`config.mk`:
```
export PLATFORM = sky130hd
export DESIGN_NAME = dda_stepper
export DESIGN_NICKNAME = d
export VERILOG_FILES = /design/src/rtl/dda_stepper.sv
export SDC_FILE = /design/constraint.sdc
export NUM_CORES = 1
export LEC_CHECK = 0
export ABC_AREA = 0
export BUFFER_PORTS_ARGS = -buffer_cell sky130_fd_sc_hd__buf_4
export CORE_UTILIZATION = 28
export DETAILED_ROUTE_END_ITERATION = 8
export GPL_TIMING_DRIVEN = 0
export SYNTH_ARGS = -nofsm -noshare
export SYNTH_HDL_FRONTEND = slang
export SYNTH_SLANG_ARGS = --single-unit
```
`constraint.sdc`:
```
create_clock -name pixel_clk_in -period 8.05 [get_ports pixel_clk_in]
set_input_delay 0.805 -clock pixel_clk_in [delete_from_list [all_inputs] [get_ports pixel_clk_in]]
set_output_delay 0.805 -clock pixel_clk_in [all_outputs]
set_load 0.02 [all_outputs]
```
`src/rtl/dda_stepper.sv`:
```
// dda_stepper
// Walks the map grid with DDA for one ray per column. For each ray it reads one
// cell per step from a map BRAM read port. It then reports the column, the wall
// type, the hit side and the perpendicular wall distance to the column renderer.
//
// Ports
//   pixel_clk_in                  clock
//   rst_in                        synchronous, active-low reset
//   valid_ray_in                  ray fields valid, held until accepted
//   stepX_in / stepY_in           1 = step +1, 0 = step -1
//   sideDistX_in / sideDistY_in   Q8.8 initial side distances
//   deltaDistX_in / deltaDistY_in Q8.8 per-cell increments
//   posX_in / posY_in             Q8.8 position; integer part = start cell
//   hcount_in                     screen column of the ray
//   dda_data_ready_out            ready to accept a ray
//   map_addr_out                  map read address (mapY*MAP_SIZE + mapX)
//   map_data_in                   cell type at map_addr_out, MAP_LAT cycles later
//   ready_in                      downstream can take a result
//   valid_out                     result valid, held until ready_in
//   hcount_out / wallType_out / wallSide_out / perpWallDist_out   result fields
module dda_stepper #(
   parameter int unsigned MAP_SIZE  = 24,
   parameter int unsigned MAP_LAT   = 2,
   parameter int unsigned MAX_STEPS = 64,
   parameter int unsigned ADDR_W    = $clog2(MAP_SIZE * MAP_SIZE)
) (
   input  logic              pixel_clk_in,
   input  logic              rst_in,
   input  logic              valid_ray_in,
   input  logic              stepX_in,
   input  logic              stepY_in,
   input  logic [15:0]       sideDistX_in,
   input  logic [15:0]       sideDistY_in,
   input  logic [15:0]       deltaDistX_in,
   input  logic [15:0]       deltaDistY_in,
   input  logic [15:0]       posX_in,
   input  logic [15:0]       posY_in,
   input  logic [8:0]        hcount_in,
   output logic              dda_data_ready_out,
   output logic [ADDR_W-1:0] map_addr_out,
   input  logic [3:0]        map_data_in,
   input  logic              ready_in,
   output logic              valid_out,
   output logic [8:0]        hcount_out,
   output logic [3:0]        wallType_out,
   output logic              wallSide_out,
   output logic [15:0]       perpWallDist_out
);

   localparam int unsigned LAT_W = (MAP_LAT > 1) ? $clog2(MAP_LAT) : 1;
   localparam int unsigned CNT_W = $clog2(MAX_STEPS + 1);
   localparam logic [7:0]  MAP_LIM = 8'(MAP_SIZE);

   typedef enum logic [2:0] {
      S_IDLE  = 3'd0,
      S_FETCH = 3'd1,
      S_CHECK = 3'd2,
      S_STEP  = 3'd3,
      S_DONE  = 3'd4
   } state_t;

   // Registers and their next values
   state_t             r_state,    w_state_nxt;
   logic               r_step_x,   w_step_x_nxt;
   logic               r_step_y,   w_step_y_nxt;
   logic [15:0]        r_sdx,      w_sdx_nxt;
   logic [15:0]        r_sdy,      w_sdy_nxt;
   logic [15:0]        r_ddx,      w_ddx_nxt;
   logic [15:0]        r_ddy,      w_ddy_nxt;
   logic [7:0]         r_map_x,    w_map_x_nxt;
   logic [7:0]         r_map_y,    w_map_y_nxt;
   logic [8:0]         r_hcount,   w_hcount_nxt;
   logic [CNT_W-1:0]   r_cnt,      w_cnt_nxt;
   logic [LAT_W-1:0]   r_wait,     w_wait_nxt;
   logic [15:0]        r_perp,     w_perp_nxt;
   logic               r_side,     w_side_nxt;
   logic               r_ready,    w_ready_nxt;
   logic [ADDR_W-1:0]  r_addr,     w_addr_nxt;
   logic               r_valid,    w_valid_nxt;
   logic [8:0]         r_hc_o,     w_hc_o_nxt;
   logic [3:0]         r_wt_o,     w_wt_o_nxt;
   logic               r_side_o,   w_side_o_nxt;
   logic [15:0]        r_perp_o,   w_perp_o_nxt;

   // Step-phase helpers
   logic       w_take_x;
   logic [7:0] w_mx_step;
   logic [7:0] w_my_step;
   logic [7:0] w_nx;
   logic [7:0] w_ny;

   // Only the integer cell of the position is used
   logic w_unused;
   assign w_unused = ^{posX_in[7:0], posY_in[7:0]};

   // Row-major map address of a cell
   function automatic logic [ADDR_W-1:0] cell_addr(input logic [7:0] x, input logic [7:0] y);
      logic [31:0] a;
      a = 32'(y) * 32'(MAP_SIZE) + 32'(x);
      return ADDR_W'(a);
   endfunction

   // Unsigned 16-bit add clamped at all-ones
   function automatic logic [15:0] sat_add(input logic [15:0] a, input logic [15:0] b);
      logic [16:0] s;
      s = {1'b0, a} + {1'b0, b};
      return s[16] ? 16'hFFFF : s[15:0];
   endfunction

   // Tie between side distances steps along X
   assign w_take_x  = (r_sdx <= r_sdy);
   assign w_mx_step = r_map_x + (r_step_x ? 8'd1 : 8'hFF);
   assign w_my_step = r_map_y + (r_step_y ? 8'd1 : 8'hFF);
   assign w_nx      = w_take_x ? w_mx_step : r_map_x;
   assign w_ny      = w_take_x ? r_map_y   : w_my_step;

   // State and datapath registers
   always_ff @(posedge pixel_clk_in) begin
      if (!rst_in) begin
         r_state  <= S_IDLE;
         r_step_x <= 1'b0;
         r_step_y <= 1'b0;
         r_sdx    <= '0;
         r_sdy    <= '0;
         r_ddx    <= '0;
         r_ddy    <= '0;
         r_map_x  <= '0;
         r_map_y  <= '0;
         r_hcount <= '0;
         r_cnt    <= '0;
         r_wait   <= '0;
         r_perp   <= '0;
         r_side   <= 1'b0;
         r_ready  <= 1'b0;
         r_addr   <= '0;
         r_valid  <= 1'b0;
         r_hc_o   <= '0;
         r_wt_o   <= '0;
         r_side_o <= 1'b0;
         r_perp_o <= '0;
      end else begin
         r_state  <= w_state_nxt;
         r_step_x <= w_step_x_nxt;
         r_step_y <= w_step_y_nxt;
         r_sdx    <= w_sdx_nxt;
         r_sdy    <= w_sdy_nxt;
         r_ddx    <= w_ddx_nxt;
         r_ddy    <= w_ddy_nxt;
         r_map_x  <= w_map_x_nxt;
         r_map_y  <= w_map_y_nxt;
         r_hcount <= w_hcount_nxt;
         r_cnt    <= w_cnt_nxt;
         r_wait   <= w_wait_nxt;
         r_perp   <= w_perp_nxt;
         r_side   <= w_side_nxt;
         r_ready  <= w_ready_nxt;
         r_addr   <= w_addr_nxt;
         r_valid  <= w_valid_nxt;
         r_hc_o   <= w_hc_o_nxt;
         r_wt_o   <= w_wt_o_nxt;
         r_side_o <= w_side_o_nxt;
         r_perp_o <= w_perp_o_nxt;
      end
   end

   // Next-state and next-register logic
   always_comb begin
      w_state_nxt  = r_state;
      w_step_x_nxt = r_step_x;
      w_step_y_nxt = r_step_y;
      w_sdx_nxt    = r_sdx;
      w_sdy_nxt    = r_sdy;
      w_ddx_nxt    = r_ddx;
      w_ddy_nxt    = r_ddy;
      w_map_x_nxt  = r_map_x;
      w_map_y_nxt  = r_map_y;
      w_hcount_nxt = r_hcount;
      w_cnt_nxt    = r_cnt;
      w_wait_nxt   = r_wait;
      w_perp_nxt   = r_perp;
      w_side_nxt   = r_side;
      w_ready_nxt  = r_ready;
      w_addr_nxt   = r_addr;
      w_valid_nxt  = r_valid;
      w_hc_o_nxt   = r_hc_o;
      w_wt_o_nxt   = r_wt_o;
      w_side_o_nxt = r_side_o;
      w_perp_o_nxt = r_perp_o;

      case (r_state)
         S_IDLE: begin
            w_ready_nxt = 1'b1;
            if (valid_ray_in && r_ready) begin
               // Latch the ray; start cell is checked before any step
               w_step_x_nxt = stepX_in;
               w_step_y_nxt = stepY_in;
               w_sdx_nxt    = sideDistX_in;
               w_sdy_nxt    = sideDistY_in;
               w_ddx_nxt    = deltaDistX_in;
               w_ddy_nxt    = deltaDistY_in;
               w_map_x_nxt  = posX_in[15:8];
               w_map_y_nxt  = posY_in[15:8];
               w_hcount_nxt = hcount_in;
               w_cnt_nxt    = '0;
               w_wait_nxt   = '0;
               w_perp_nxt   = '0;
               w_side_nxt   = 1'b0;
               w_addr_nxt   = cell_addr(posX_in[15:8], posY_in[15:8]);
               w_ready_nxt  = 1'b0;
               w_state_nxt  = S_FETCH;
            end
         end

         S_FETCH: begin
            // Address is already on the port; wait out the BRAM latency
            if (r_wait == LAT_W'(MAP_LAT - 1)) begin
               w_state_nxt = S_CHECK;
            end else begin
               w_wait_nxt = r_wait + LAT_W'(1);
            end
         end

         S_CHECK: begin
            if (map_data_in != 4'd0) begin
               w_valid_nxt  = 1'b1;
               w_hc_o_nxt   = r_hcount;
               w_wt_o_nxt   = map_data_in;
               w_side_o_nxt = r_side;
               w_perp_o_nxt = r_perp;
               w_state_nxt  = S_DONE;
            end else if (r_cnt == CNT_W'(MAX_STEPS)) begin
               w_valid_nxt  = 1'b1;
               w_hc_o_nxt   = r_hcount;
               w_wt_o_nxt   = 4'd0;
               w_side_o_nxt = r_side;
               w_perp_o_nxt = 16'hFFFF;
               w_state_nxt  = S_DONE;
            end else begin
               w_state_nxt = S_STEP;
            end
         end

         S_STEP: begin
            if (w_take_x) begin
               w_perp_nxt  = r_sdx;
               w_sdx_nxt   = sat_add(r_sdx, r_ddx);
               w_map_x_nxt = w_mx_step;
               w_side_nxt  = 1'b0;
            end else begin
               w_perp_nxt  = r_sdy;
               w_sdy_nxt   = sat_add(r_sdy, r_ddy);
               w_map_y_nxt = w_my_step;
               w_side_nxt  = 1'b1;
            end
            w_cnt_nxt = r_cnt + CNT_W'(1);
            // Leaving the map (including wrap below 0) ends the ray as no-hit
            if ((w_nx >= MAP_LIM) || (w_ny >= MAP_LIM)) begin
               w_valid_nxt  = 1'b1;
               w_hc_o_nxt   = r_hcount;
               w_wt_o_nxt   = 4'd0;
               w_side_o_nxt = ~w_take_x;
               w_perp_o_nxt = 16'hFFFF;
               w_state_nxt  = S_DONE;
            end else begin
               w_addr_nxt  = cell_addr(w_nx, w_ny);
               w_wait_nxt  = '0;
               w_state_nxt = S_FETCH;
            end
         end

         S_DONE: begin
            if (ready_in) begin
               w_valid_nxt = 1'b0;
               w_ready_nxt = 1'b1;
               w_state_nxt = S_IDLE;
            end
         end

         default: begin
            w_state_nxt = S_IDLE;
         end
      endcase
   end

   assign dda_data_ready_out = r_ready;
   assign map_addr_out       = r_addr;
   assign valid_out          = r_valid;
   assign hcount_out         = r_hc_o;
   assign wallType_out       = r_wt_o;
   assign wallSide_out       = r_side_o;
   assign perpWallDist_out   = r_perp_o;

endmodule

```
# Word-level counts from Yosys, hierarchy flattened
# Index checks and enable logic that the tools add are counted.
# totals
reg_bits	161
out_inout_bits	42
inputBits	115
wordCells	128
# op_classes
bitwise_logic	1
order_cmp	3
multipliers	2
n_addsub	8
eq_ne	13
n_reduce_logical	19
mux	61
# ops
cell	count
$mux 16	11
$pmux 16 s2	4
$mux 8	6
$add 16x16->17	2
$pmux 8 s2	2
$mux 9	3
$add 10x8->10	2
$mux 10	2
$pmux 10 s2	1
$mux 3	6
$pmux 9 s2	1
$reduce_and 3->1	6
$add 8x8->8	2
$ge 8x5->1 const B	2
$le 16x16->1	1
$mul 8x2->7 const B	2
$pmux 3 s5	1
$ne 2x2->1 const B	7
$pmux 7 s2	1
$mux 1	13
$mux 4	3
$pmux 4 s2	1
$add 7x1->7 const B	1
$eq 7x7->1 const B	1
other kinds (17)	26

# Depth between registers and ports, before layout
# logic_depth
word_depth	7
ltp_mapped	22

# Worst setup path before layout
# No wires, ideal clock.
# synth_path
kind	flip-flop to flip-flop
start	register r_sdy[15]
end	register r_addr[9], in the netlist map_addr_out[9]
stages_incl_launch_ff	21
period_less_slack_ns	4.489
t_arrival_ns	4.401
path_slack_ns	3.561
required_time_ns	7.962
path_cell_list	dfxtp_1 -> inv_1 -> ha_1 -> nand4_2 -> nor4_1 -> a21boi_1 -> o41a_4 -> buf_6 -> clkbuf_1 -> mux2_2 -> ha_1 -> mux2i_1 -> o21ai_1 -> xor2_1 -> ha_1 -> a21oi_1 -> nor2_1 -> mux2_4 -> xnor2_2 -> xnor2_1 -> a311oi_2
# synth_between
elab_chain_len	6
elab_cells_between_ends	12
# synth_lines
item	line	rtl
from (decl)	67	logic [15:0] r_sdy, w_sdy_nxt;
from (signal assigned)	146	r_sdy <= w_sdy_nxt;
$le 16x16->1 *	111	assign w_take_x = (r_sdx <= r_sdy);
$mux 8	--	
$mul 8x2->7 or $ge 8x5->1 (tied branches)	99, 257	
$add 10x8->10 or $logic_or 1x1->1 (tied branches)	99, 257	
$mux 10 or $ne 2x2->1 (tied branches)	--	
$pmux 10 s2 or $reduce_and 3->1 (tied branches)	--	
to (signal assigned)	157	r_addr <= w_addr_nxt;
to (decl)	78	logic [ADDR_W-1:0] r_addr, w_addr_nxt;
# Mark *: on every way between the ends. The rest lies on a longest branch, timed or not. The select of a mux whose other input is x is not followed.
# A chain may end at the register's enable or synchronous reset.

# Worst setup path after layout
# Ends and elaborated chain as after synthesis.

==> qor.txt <==
status: completed
Synth Instances: 1149
Row Count: 67
die area: 34660 sq um
critical path class: flip-flop to flip-flop
Remaining DRCs: 0
Skew-Pair Late Insertion Delay: 0.43 ns
WL per Instance: 16.47 um
Yosys warning total: 0
Max VDD drop: 0.7025 mV
register bit total from synthesis: 161
CTS H-tree lvls: 4
total number of vias: 8727
worst-path cell chain: inv_1 > ha_1 > nand4_2 > nor4_1 > a21boi_1 > o41a_4 > buf_6 > clkbuf_1 > xnor2_1 > ha_1 > ha_1 > a21oi_1 > xnor2_1 > ha_1 > inv_1 > o21bai_1 > a21oi_1 > nor2_1 > mux2_4 > xnor2_2 > xnor2_1 > a311oi_2
die height: 186.2 um
CTS Root Cell: clkbuf_16
Max Cap Violations: 0
Slew headroom: 0.4836
Reg area: 3223 sq um
Die Width: 186.2 um
CP Depth: 22
# port buffers: 140
WP data required: 8.33 ns
Crit path top cell by count: ha_1
PwrDens: 540.4 nW/um^2
CP arrival: 5.68 ns
Ports: 157
reg2reg start: r_sdy[15]$_SDFFE_PN0P_
Post-DP HPWL: 22880 um
post-route clock period utilization: 0.6709
Reg2Reg Setup Slack: 2.65 ns
sequential area share after synthesis: 0.3393
hold buffers post-CTS: 0
multi-input logic area: 5854 sq um
Num CTS Buffers: 17
final slew viol count: 0
ant diodes: 0
startpoint types: flip-flop
post-CTS setup buffers: 0
fill cell count: 3505
Largest delay share family, worst path: adder cells
largest net degree at the start of global routing: 17
GRT Util Overall: 0.1675
CP Buf/Inv Count: 4
Final Setup Violations: 0
EDFF count, synth: 0
Clk pin slew, worst setup/hold paths: 0.07 ns
Worst Setup SP: r_sdy[15]$_SDFFE_PN0P_
antenna violations before repair: 0
worst setup path endpoint: map_addr_out[9]$_SDFFE_PN0P_
Min Clock Period, post-route: 5.401 ns
layout cells sized above 1: 0.1628
Final Hold Viols: 0
DR vias/cell: 4.933
total gr overflow: 0
starting DRC count in detailed routing: 562
Netlist cell types: 70
Worst-Margin Slew: 0.7745 ns
reg-to-reg endpoint: map_addr_out[9]$_SDFFE_PN0P_
Post-Syn Area: 9498 sq um
core area: 33450 sq um
Main synth FF type: dfxtp_1
Avg Cell Area, Syn: 8.266 sq um
Hold Crit Class: flip-flop to flip-flop
Pleak: 4.939 nW
syn nets: 1355
skew final: 0.01054 ns
Max clock buf depth: 2
critical path peak fanout: 10
GPL Wtd Cong: 0.8824
Final nets: 1514
first-pass GRT wire length: 44530 um
number of global-route vias before repair: 8289
Post-DRT Antenna Nets: 0
Critical Path Slowest Stage Cell: clkbuf_1
slowest stage delay, CP: 0.53 ns
fmax: 185.1 MHz
CP Capture Type: flip-flop
final wirelength: 29140 um
initial core utilization: 0.2840
total power: 6.317 mW
drt pass-1 iters: 5
Post-Route Setup TNS: 0 ns
CTS tree: built
Post-synth ARST share: 0
CTS sink cnt: 161
cts repair resizes: 0
final core occ: 0.3495
Syn-to-layout area delta: 23.08%
unrepaired setup endpoints after global routing: false
reg2reg path depth: 22
==> power breakdown <==
part	switching (mW)	internal, mW
Sequential	0.158	0.963
Combinational	2.41	1.97
Clock	0.348	0.467
Total	2.92	3.40
==> worst min path at each step <==
stage	from	cells past startpoint	slack, ns	endpoint
after CTS	r_hcount[6]$_SDFFE_PN0P_	2	0.46	r_hcount[6]$_SDFFE_PN0P_
after floorplan	r_hcount[0]$_SDFFE_PN0P_	2	0.44	r_hcount[0]$_SDFFE_PN0P_
after global placement	r_hcount[5]$_SDFFE_PN0P_	2	0.44	r_hcount[5]$_SDFFE_PN0P_
final	r_hcount[6]$_SDFFE_PN0P_	2	0.46	r_hcount[6]$_SDFFE_PN0P_
after global routing	r_hcount[6]$_SDFFE_PN0P_	2	0.48	r_hcount[6]$_SDFFE_PN0P_
after detailed placement	r_hcount[6]$_SDFFE_PN0P_	2	0.45	r_hcount[6]$_SDFFE_PN0P_
==> registers in the layout, summed over array words and instances (netlist names), 3 cells and up <==
register and flops:
r_ddy 16, r_sdy 16, r_state 3, r_ddx 16, r_hcount 9, hcount_out 9, map_addr_out 10, r_map_y 8
r_cnt 7, r_perp 16, wallType_out 4, r_map_x 8, r_sdx 16, perpWallDist_out 16
==> cells in the mapped netlist, types with 3 or more instances <==
cell	n	area share
inv_1	47	0.019
o221ai_1	29	0.027
a21oi_1	114	0.060
mux2_2	7	0.0083
o21a_1	8	0.0063
nand3_1	14	0.0074
o211ai_1	3	0.0024
nand2b_1	5	0.0033
a22o_1	4	0.0037
nand4_1	3	0.0020
fa_1	7	0.015
a31oi_1	18	0.012
nor3_1	18	0.0095
buf_2	3	0.0016
nor4_1	4	0.0026
a2111oi_0	4	0.0037
o31ai_1	3	0.0024
o221a_2	16	0.019
a221oi_1	6	0.0055
dfxtp_1	161	0.34
mux2i_1	31	0.033
a22oi_1	7	0.0055
and3_1	5	0.0033
xor2_1	11	0.010
a21o_1	17	0.013
ha_1	84	0.11
o21ai_0	33	0.017
clkbuf_1	46	0.018
a211oi_1	6	0.0047
nor2b_1	15	0.0099
and2_1	4	0.0026
buf_1	8	0.0032
xnor2_1	44	0.041
o21bai_1	7	0.0055
nor2_1	118	0.047
nand2_1	189	0.075
or3_1	7	0.0046
==> metrics by stage <==
step | cell area [sq um] | setup WS (ns) | hold WS [ns] | std cells
after floorplan | 9498 | 3.561 | 0.4360 | 1149
after global placement | 11110 | 2.789 | 0.4418 | 1737
after detailed placement | 11110 | 2.713 | 0.4501 | 1737
after CTS | 11690 | 2.682 | 0.4590 | 1769
after global routing | 11690 | 2.228 | 0.4757 | 1769
final | 11690 | 2.649 | 0.4573 | 1769
==> kinds of logic after synthesis <==
kind of cell,after synthesis,synth area share
buf+inv,107,0.04426
fa+ha+maj,91,0.1254
xor+xnor,56,0.05243
flops,161,0.3393
simple gates,391,0.1743
compound gates,303,0.2201
mux,40,0.04413
==> per-layer routing <==
metal	GRT usage	up-vias	routed length (um)
met5	0	-	0
met3	0.02570	36	1307
met4	0.05377	0	607
met1	0.2160	4073	13350
li1	-	4403	-
met2	0.2851	215	13870
==> layout make-up <==
cell class              count  area share
clock buffers              20     0.03821
plain buffers              59     0.02055
well taps                 448     0.04795
clock inverters            12     0.01145
inverters                  48     0.01541
flip-flops and latches    161      0.2757
repair buffers            140     0.08991
multi-input cells         881      0.5008
==> worst reg2reg max path, stage by stage, from the launching register on <==
cell and delay [ns]:
dfxtp_1 0.41, inv_1 0.06, ha_1 0.32, nand4_2 0.14, nor4_1 0.44, a21boi_1 0.25, o41a_4 0.25, buf_6 0.16
clkbuf_1 0.53, xnor2_1 0.28, ha_1 0.29, ha_1 0.20, a21oi_1 0.15, xnor2_1 0.19, ha_1 0.29, inv_1 0.10
o21bai_1 0.11, a21oi_1 0.20, nor2_1 0.06, mux2_4 0.28, xnor2_2 0.13, xnor2_1 0.28, a311oi_2 0.13
==> cells in the final DEF, fill, tap and decap left out, types with 4 or more instances in the layout <==
cell / n
a2111oi_0: 4
a211oi_1: 6
a21o_1: 17
a21oi_1: 114
a221oi_1: 6
a22o_1: 4
a22oi_1: 7
a31oi_1: 18
and2_1: 4
and3_1: 5
buf_1: 8
buf_4: 140
clkbuf_1: 48
clkbuf_16: 17
clkinvlp_4: 4
dfxtp_1: 161
fa_1: 7
ha_1: 84
inv_1: 47
mux2_2: 7
mux2i_1: 31
nand2_1: 189
nand2b_1: 5
nand3_1: 14
nor2_1: 118
nor2b_1: 15
nor3_1: 18
nor4_1: 4
o21a_1: 8
o21ai_0: 33
o21bai_1: 7
o221a_2: 16
o221ai_1: 29
or3_1: 7
xnor2_1: 44
xor2_1: 11
Note: power is estimated with default switching activity, not from simulation.
